<file path="src/rtl/ppcm_loader_pkg.sv">
// ppcm_loader_pkg -- shared constants for the PPCM sample loader.
//   state_t        : loader FSM state encoding
//   WB_CTI_CLASSIC : Wishbone cycle type, classic single cycle
//   WB_BTE_LINEAR  : Wishbone burst type, linear
//   WB_SEL_WORD    : all four byte lanes selected
package ppcm_loader_pkg;

    typedef enum logic [1:0] {
        ST_IDLE   = 2'd0,
        ST_READ   = 2'd1,
        ST_OUTPUT = 2'd2,
        ST_FINISH = 2'd3
    } state_t;

    localparam logic [2:0] WB_CTI_CLASSIC = 3'b000;
    localparam logic [1:0] WB_BTE_LINEAR  = 2'b00;
    localparam logic [3:0] WB_SEL_WORD    = 4'b1111;

endpackage

</file>
<file path="src/rtl/ppcm_loader_if.sv">
// ppcm_loader_if -- Wishbone read master bus plus the downstream word stream.
//   master modport : loader side (drives wbm_*_o, out_data, out_valid)
//   slave modport  : bus slave / stream sink side
//   wbm_*          : Wishbone classic master signals
//   out_data/out_valid/out_ready : word stream, transfer on valid & ready
interface ppcm_loader_if #(
    parameter int ADDR_BITS = 32
);
    logic                 wbm_cyc_o;
    logic                 wbm_stb_o;
    logic                 wbm_we_o;
    logic [ADDR_BITS-1:0] wbm_addr_o;
    logic [2:0]           wbm_cti_o;
    logic [1:0]           wbm_bte_o;
    logic [3:0]           wbm_sel_o;
    logic [31:0]          wbm_data_o;
    logic [31:0]          wbm_data_i;
    logic                 wbm_ack_i;
    logic [31:0]          out_data;
    logic                 out_valid;
    logic                 out_ready;

    modport master (
        output wbm_cyc_o, wbm_stb_o, wbm_we_o, wbm_addr_o, wbm_cti_o,
               wbm_bte_o, wbm_sel_o, wbm_data_o, out_data, out_valid,
        input  wbm_data_i, wbm_ack_i, out_ready
    );

    modport slave (
        input  wbm_cyc_o, wbm_stb_o, wbm_we_o, wbm_addr_o, wbm_cti_o,
               wbm_bte_o, wbm_sel_o, wbm_data_o, out_data, out_valid,
        output wbm_data_i, wbm_ack_i, out_ready
    );

endinterface

</file>
<file path="src/rtl/ppcm_loader.sv">
// ppcm_loader -- reads word_count 32-bit words over Wishbone starting at
// base_addr, one outstanding request at a time, and streams each word out.
//   clk, rst       : clock, asynchronous active-high reset
//   start          : one-cycle launch pulse (ignored unless idle)
//   base_addr      : byte address of first word, bits [1:0] ignored
//   word_count     : number of words; zero finishes immediately
//   busy/done/error: status; done pulses once at the end, error with done on abort
//   bus            : Wishbone master + output stream (ppcm_loader_if.master)
// Optional build macro PPCM_LOADER_TIMEOUT_EN: abort a read after TIMEOUT
// cycles without ack; otherwise a read waits for ack indefinitely.
module ppcm_loader
    import ppcm_loader_pkg::*;
#(
    parameter int ADDR_BITS = 32,
    parameter int LEN_BITS  = 16,
    parameter int TIMEOUT   = 1023
) (
    input  logic                 clk,
    input  logic                 rst,
    input  logic                 start,
    input  logic [ADDR_BITS-1:0] base_addr,
    input  logic [LEN_BITS-1:0]  word_count,
    output logic                 busy,
    output logic                 done,
    output logic                 error,
    ppcm_loader_if.master        bus
);

    state_t               state_q, state_d;
    logic [ADDR_BITS-1:0] addr_q;
    logic [LEN_BITS-1:0]  remain_q;
    logic [31:0]          data_q;
    logic                 load, capture, advance, abort;
    logic                 tmo_expired;
    logic                 cyc, valid;

    // ---------------- FSM state register ----------------
    always_ff @(posedge clk or posedge rst) begin
        if (rst) state_q <= ST_IDLE;
        else     state_q <= state_d;
    end

    // ---------------- next state / outputs ----------------
    always_comb begin
        state_d = state_q;
        load    = 1'b0;
        capture = 1'b0;
        advance = 1'b0;
        abort   = 1'b0;
        cyc     = 1'b0;
        valid   = 1'b0;
        busy    = 1'b1;
        done    = 1'b0;
        case (state_q)
            ST_IDLE: begin
                busy = 1'b0;
                if (start) begin
                    load    = 1'b1;
                    state_d = (word_count == '0) ? ST_FINISH : ST_READ;
                end
            end
            ST_READ: begin
                cyc = 1'b1;
                if (bus.wbm_ack_i) begin
                    capture = 1'b1;
                    state_d = ST_OUTPUT;
                end else if (tmo_expired) begin
                    abort   = 1'b1;
                    state_d = ST_FINISH;
                end
            end
            ST_OUTPUT: begin
                valid = 1'b1;
                if (bus.out_ready) begin
                    advance = 1'b1;
                    state_d = (remain_q == LEN_BITS'(1)) ? ST_FINISH : ST_READ;
                end
            end
            ST_FINISH: begin
                done    = 1'b1;
                state_d = ST_IDLE;
            end
            default: state_d = ST_IDLE;
        endcase
    end

    // ---------------- address / count / data ----------------
    always_ff @(posedge clk or posedge rst) begin
        if (rst) begin
            addr_q   <= '0;
            remain_q <= '0;
            data_q   <= '0;
        end else begin
            if (load) begin
                addr_q   <= {base_addr[ADDR_BITS-1:2], 2'b00};
                remain_q <= word_count;
            end
            if (capture) data_q <= bus.wbm_data_i;
            // Address wraps naturally at 2^ADDR_BITS.
            if (advance) begin
                addr_q   <= addr_q + ADDR_BITS'(4);
                remain_q <= remain_q - LEN_BITS'(1);
            end
        end
    end

`ifdef PPCM_LOADER_TIMEOUT_EN
    localparam int TMO_W = (TIMEOUT < 2) ? 1 : $clog2(TIMEOUT);

    logic [TMO_W-1:0] tmo_q;
    logic             err_q;

    // Held at zero outside READ, so every READ entry starts a fresh count;
    // the last allowed READ cycle is the one where the count is TIMEOUT-1.
    always_ff @(posedge clk or posedge rst) begin
        if (rst)                      tmo_q <= '0;
        else if (state_q != ST_READ)  tmo_q <= '0;
        else if (state_d == ST_READ)  tmo_q <= tmo_q + TMO_W'(1);
    end

    always_ff @(posedge clk or posedge rst) begin
        if (rst)        err_q <= 1'b0;
        else if (load)  err_q <= 1'b0;
        else if (abort) err_q <= 1'b1;
    end

    assign tmo_expired = (tmo_q == TMO_W'(TIMEOUT - 1));
    assign error       = done & err_q;

    logic unused_ok;
    assign unused_ok = ^base_addr[1:0];
`else
    assign tmo_expired = 1'b0;
    assign error       = 1'b0;

    logic unused_ok;
    assign unused_ok = ^{base_addr[1:0], abort, TIMEOUT};
`endif

    // ---------------- bus outputs ----------------
    assign bus.wbm_cyc_o  = cyc;
    assign bus.wbm_stb_o  = cyc;
    assign bus.wbm_we_o   = 1'b0;
    assign bus.wbm_addr_o = addr_q;
    assign bus.wbm_cti_o  = WB_CTI_CLASSIC;
    assign bus.wbm_bte_o  = WB_BTE_LINEAR;
    assign bus.wbm_sel_o  = WB_SEL_WORD;
    assign bus.wbm_data_o = 32'h0;
    assign bus.out_data   = data_q;
    assign bus.out_valid  = valid;

endmodule

</file>
<file path="src/flat_wrapper.sv">
// flat-port wrapper written by rule: the top's interface ports become plain ports
module ppcm_loader_flat import ppcm_loader_pkg::*;
#(
    parameter int ADDR_BITS = 32,
    parameter int LEN_BITS  = 16,
    parameter int TIMEOUT   = 1023
)
  (clk, rst, start, base_addr, word_count, busy, done, error, bus_wbm_cyc_o, bus_wbm_stb_o, bus_wbm_we_o, bus_wbm_addr_o, bus_wbm_cti_o, bus_wbm_bte_o, bus_wbm_sel_o, bus_wbm_data_o, bus_out_data, bus_out_valid, bus_wbm_data_i, bus_wbm_ack_i, bus_out_ready);
  ppcm_loader_if #(.ADDR_BITS(ADDR_BITS)) bus_i ();
  input  logic clk;
  input  logic rst;
  input  logic start;
  input  logic [ADDR_BITS-1:0] base_addr;
  input  logic [LEN_BITS-1:0] word_count;
  output logic busy;
  output logic done;
  output logic error;
  output wire logic [$bits(bus_i.wbm_cyc_o)-1:0] bus_wbm_cyc_o;
  output wire logic [$bits(bus_i.wbm_stb_o)-1:0] bus_wbm_stb_o;
  output wire logic [$bits(bus_i.wbm_we_o)-1:0] bus_wbm_we_o;
  output wire logic [$bits(bus_i.wbm_addr_o)-1:0] bus_wbm_addr_o;
  output wire logic [$bits(bus_i.wbm_cti_o)-1:0] bus_wbm_cti_o;
  output wire logic [$bits(bus_i.wbm_bte_o)-1:0] bus_wbm_bte_o;
  output wire logic [$bits(bus_i.wbm_sel_o)-1:0] bus_wbm_sel_o;
  output wire logic [$bits(bus_i.wbm_data_o)-1:0] bus_wbm_data_o;
  output wire logic [$bits(bus_i.out_data)-1:0] bus_out_data;
  output wire logic [$bits(bus_i.out_valid)-1:0] bus_out_valid;
  input wire logic [$bits(bus_i.wbm_data_i)-1:0] bus_wbm_data_i;
  input wire logic [$bits(bus_i.wbm_ack_i)-1:0] bus_wbm_ack_i;
  input wire logic [$bits(bus_i.out_ready)-1:0] bus_out_ready;
  assign bus_wbm_cyc_o = bus_i.wbm_cyc_o;
  assign bus_wbm_stb_o = bus_i.wbm_stb_o;
  assign bus_wbm_we_o = bus_i.wbm_we_o;
  assign bus_wbm_addr_o = bus_i.wbm_addr_o;
  assign bus_wbm_cti_o = bus_i.wbm_cti_o;
  assign bus_wbm_bte_o = bus_i.wbm_bte_o;
  assign bus_wbm_sel_o = bus_i.wbm_sel_o;
  assign bus_wbm_data_o = bus_i.wbm_data_o;
  assign bus_out_data = bus_i.out_data;
  assign bus_out_valid = bus_i.out_valid;
  assign bus_i.wbm_data_i = bus_wbm_data_i;
  assign bus_i.wbm_ack_i = bus_wbm_ack_i;
  assign bus_i.out_ready = bus_out_ready;
  ppcm_loader #(.ADDR_BITS(ADDR_BITS), .LEN_BITS(LEN_BITS), .TIMEOUT(TIMEOUT)) u_core (.clk(clk), .rst(rst), .start(start), .base_addr(base_addr), .word_count(word_count), .busy(busy), .done(done), .error(error), .bus(bus_i));
endmodule
</file>
<file path="config.mk">
export PLATFORM = sky130hd
export DESIGN_NAME = ppcm_loader_flat
export DESIGN_NICKNAME = d
export VERILOG_FILES = /design/src/rtl/ppcm_loader_pkg.sv /design/src/rtl/ppcm_loader_if.sv /design/src/rtl/ppcm_loader.sv /design/src/flat_wrapper.sv
export SDC_FILE = /design/constraint.sdc
export NUM_CORES = 1
export LEC_CHECK = 0
export BUFFER_PORTS_ARGS = -buffer_cell sky130_fd_sc_hd__buf_2
export CORE_MARGIN = 2
export CORE_UTILIZATION = 28
export CTS_BUF_LIST = sky130_fd_sc_hd__clkbuf_4 sky130_fd_sc_hd__clkbuf_8
export CTS_CLUSTER_DIAMETER = 50
export DETAILED_ROUTE_END_ITERATION = 7
export HOLD_SLACK_MARGIN = 0.06
export PLACE_DENSITY = 0.54
export RECOVER_POWER = 25
export SLEW_MARGIN = 20
export SYNTH_ARGS = -nofsm -noshare
export SYNTH_HDL_FRONTEND = slang
export SYNTH_SLANG_ARGS = --single-unit
export TNS_END_PERCENT = 1
</file>
<file path="constraint.sdc">
create_clock -name clk -period 2.3 [get_ports clk]
set_input_delay 0.345 -clock clk [delete_from_list [all_inputs] [get_ports clk]]
set_output_delay 0.345 -clock clk [all_outputs]
set_load 0.005 [all_outputs]
</file>
==> reports/qor.yml <==
outcome: "complete, but fails checks"
failed_checks: "max-capacitance violations, max-slew violations"
seq_area_frac_synth_pct: 46.0
synth_enable_flop_cells: 0
final_cells: 785
finalSetupTns_ps: 0
core_area_um2: 15200
cp_slowest_cell: "or4_4"
synthArstFlopShare_pct: 100
synthCells: 440
row_count: 45
die_h_um: 129
finalHoldViolCount: 0
slew_viol_final: 81
netlist.area_leader.share_pct: 46.0
ys_seq_elements: 80
critPathKind: "register to register"
worstReg2RegEnd: "u_core.remain_q[15]$_DFFE_PP0P_"
vias: 3904
synth.distinct_cells: 58
grt_max_degree: 81
crit_path_end_kind: "register"
arrival_ps: 2400
grtUsageMet3_pct: 2.62
diodes: 0
max_slew_margin_pct: -26.8
fin_crit_sh_pct: 92.1
ant_nets: 0
post_cts.repair.setup_buffers: 0
reg2reg_depth: 5
drc: 0
fp.dieArea_um2: 16500
place_inst: 769
synth_top_area_cell: "dfrtp_1"
cpPeakStageDelay_ps: 560
cp_cell_sequence: "or4_4, or4_4, nor4_4, nor3_1, a211oi_1"
nets: 680
numCtsBuffers: 9
power_density_nw_per_um2: 1220
crit_path_max_fanout: 8
grt-busiest-layer: "met2"
r2r_slack_ps: 180
cts_tree: "built"
antenna_found_initial: 0
leakage_nw: 2.51
drtPass1Iterations: 4
ios: 197
area.growth.synth_to_final_pct: 25.1
grt_pass1_vias: 3749
clock-sinks: 80
fp.dieW_um: 129
ctsRootBufferMaster: "clkbuf_8"
setup_viol: 0
grt-ovfl-total: 0
cts_hold_buffers: 0
routed_wl_mm: 12.6
regArea_um2: 2000
wl_per_cell_um: 16.0
whs_endpoint: "u_core.bus.wbm_addr_o[11]$_DFFE_PP0P_"
port_buffers: 149
initial_utilization_pct: 28.6
syn_area_um2: 4350
worstMarginPinSlew_ps: 1900
startpoint_type: "register"
avgSynthCellArea_um2: 9.88
hp-class: "input port to register"
globalRouteMet2Util_pct: 25.2
finalWeightedCongestion: 0.800
multi_input_area_um2: 2040
yosysWarnings: 0
drv_cap: 1
r2r-start: "u_core.remain_q[4]$_DFFE_PP0P_"
drive_above_1_share_pct: 37.5
fillers: 1562
via_per_inst: 4.97
dp_hpwl_mm: 9.11
worstSkewPairLatency_ps: 370
min-delay-start: "base_addr[11]"
clock_skew_ps: 9.38
htree_levels: 3
cts_resized: 0
cts.clk_slew.worst_paths_ps: 90
hold-path-cell-count: 2
finalCriticalPeriod_ps: 2120
irDropWorstVdd_mv: 0.361
synth.area.top_cells: "dfrtp_1, mux2_2, buf_4"
cp_common_cell: "or4_4"
rsz0062_at_grt: "false"
worstPathRequired_ps: 2580
gr-usage-met1_pct: 19.7
fmax_ghz: 0.472
grt_pass1_wl_mm: 19.7
critPathLaunch: "u_core.remain_q[4]$_DFFE_PP0P_"
cts_buffer_depth: 2
grtUsageTotal_pct: 15.4
first_iter_violations: 189
synthFlopType: "dfrtp_1"
flip-flops by register name (all words and copies together) (netlist names):
register and flops:
u_core.bus.out_data 32, u_core.state_q 2, u_core.bus.wbm_addr_o 30, u_core.remain_q 16
layer usage:
layer	part of all wire, %	routed length, µm
met5	0	0
met4	2.6	327
met3	4.9	619
met2	49	6150
met1	44	5490
worst max-delay path: cells and delay by family (launching register included):
kind | cells | cell delay, ps
and+or+nand+nor | 4 | 1360
DFF | 1 | 470
AOI/OAI and AO/OA | 1 | 200
layout by cell type (no fill, tap or decap), types with 4 or more instances in the layout:
master / instances
buf_2: 149
dfrtp_1: 80
conb_1: 45
nand2_1: 44
mux2_2: 32
nor2_1: 24
nand3_1: 22
nor3_1: 15
buf_4: 15
o211ai_1: 14
nor4_1: 13
a21oi_1: 13
nand4_1: 10
clkbuf_8: 9
o21ai_0: 8
inv_1: 7
a211oi_1: 7
o21ai_1: 5
o311ai_1: 5
a22oi_1: 4
or4_1: 4
o311ai_0: 4
a311oi_1: 4
how the worst max path moves through the flow:
| stage | endpoint | slack (ps) | cells past startpoint |
|---|---|---|---|
| floorplan | u_core.remain_q[15]$_DFFE_PP0P_ | 270 | 6 |
| global placement | u_core.remain_q[15]$_DFFE_PP0P_ | 250 | 5 |
| detailed placement | u_core.remain_q[15]$_DFFE_PP0P_ | 200 | 5 |
| CTS | u_core.remain_q[15]$_DFFE_PP0P_ | 190 | 5 |
| global route | u_core.remain_q[15]$_DFFE_PP0P_ | 30 | 5 |
| finish | u_core.remain_q[15]$_DFFE_PP0P_ | 180 | 5 |
area by class of cell:
class                   instances  share of cell area [%]
flip-flops and latches         80                    36.8
inverters                       8                   0.621
well taps                     188                    4.32
clock inverters                 7                    2.19
clock buffers                   9                    2.28
repair buffers                166                    16.2
multi-input cells             327                    37.6
power breakdown:
group / internal [mW] / total [mW] / leakage, nW / switching, mW
Sequential: 2.10 / 2.73 / 0.956 / 0.637
Clock: 0.723 / 1.30 / 0.116 / 0.579
Combinational: 1.32 / 2.61 / 1.43 / 1.30
Total: 4.13 / 6.65 / 2.51 / 2.51
cells in the mapped netlist (4+ instances only):
| cell | instances |
|---|---|
| o21ai_1 | 5 |
| o311ai_0 | 4 |
| nand3_1 | 22 |
| clkbuf_1 | 17 |
| a21oi_1 | 13 |
| nor2_1 | 24 |
| buf_4 | 46 |
| mux2_2 | 32 |
| a211oi_1 | 7 |
| inv_1 | 8 |
| a311oi_1 | 4 |
| nor4_1 | 13 |
| nand2_1 | 44 |
| o211ai_1 | 14 |
| dfrtp_1 | 80 |
| nor3_1 | 15 |
| o21ai_0 | 8 |
| a22oi_1 | 4 |
| or4_1 | 4 |
| o311ai_1 | 5 |
| nor2b_1 | 4 |
| nand4_1 | 10 |
through the flow:
stage	hold slack [ps]	instance area [µm²]	worst slack [ps]	total power, mW	utilization (%)
2_1_floorplan	449	4510	272	4.23	-
3_3_place_gp	479	5210	249	5.31	34.3
3_5_place_dp	483	5210	203	5.41	34.3
4_1_cts	102	5460	188	6.75	35.9
5_1_grt	175	5440	30.5	7.19	35.8
6_report	190	5440	182	6.65	35.8
cells by family (layout without fill, tap and decap cells):
family	count (synthesis)	count (layout)	share of synthesized area [%]
buffers and inverters	76	190	10.7
multiplexers	34	34	8.75
other	2	45	0.173
flip-flops	80	80	46.0
XOR/XNOR	1	1	0.201
adder cells (fa/ha/maj)	3	3	0.863
AO/OA/AOI/OAI	86	86	14.4
AND/OR/NAND/NOR	158	158	18.9
Power figures use the tool's default switching activity.
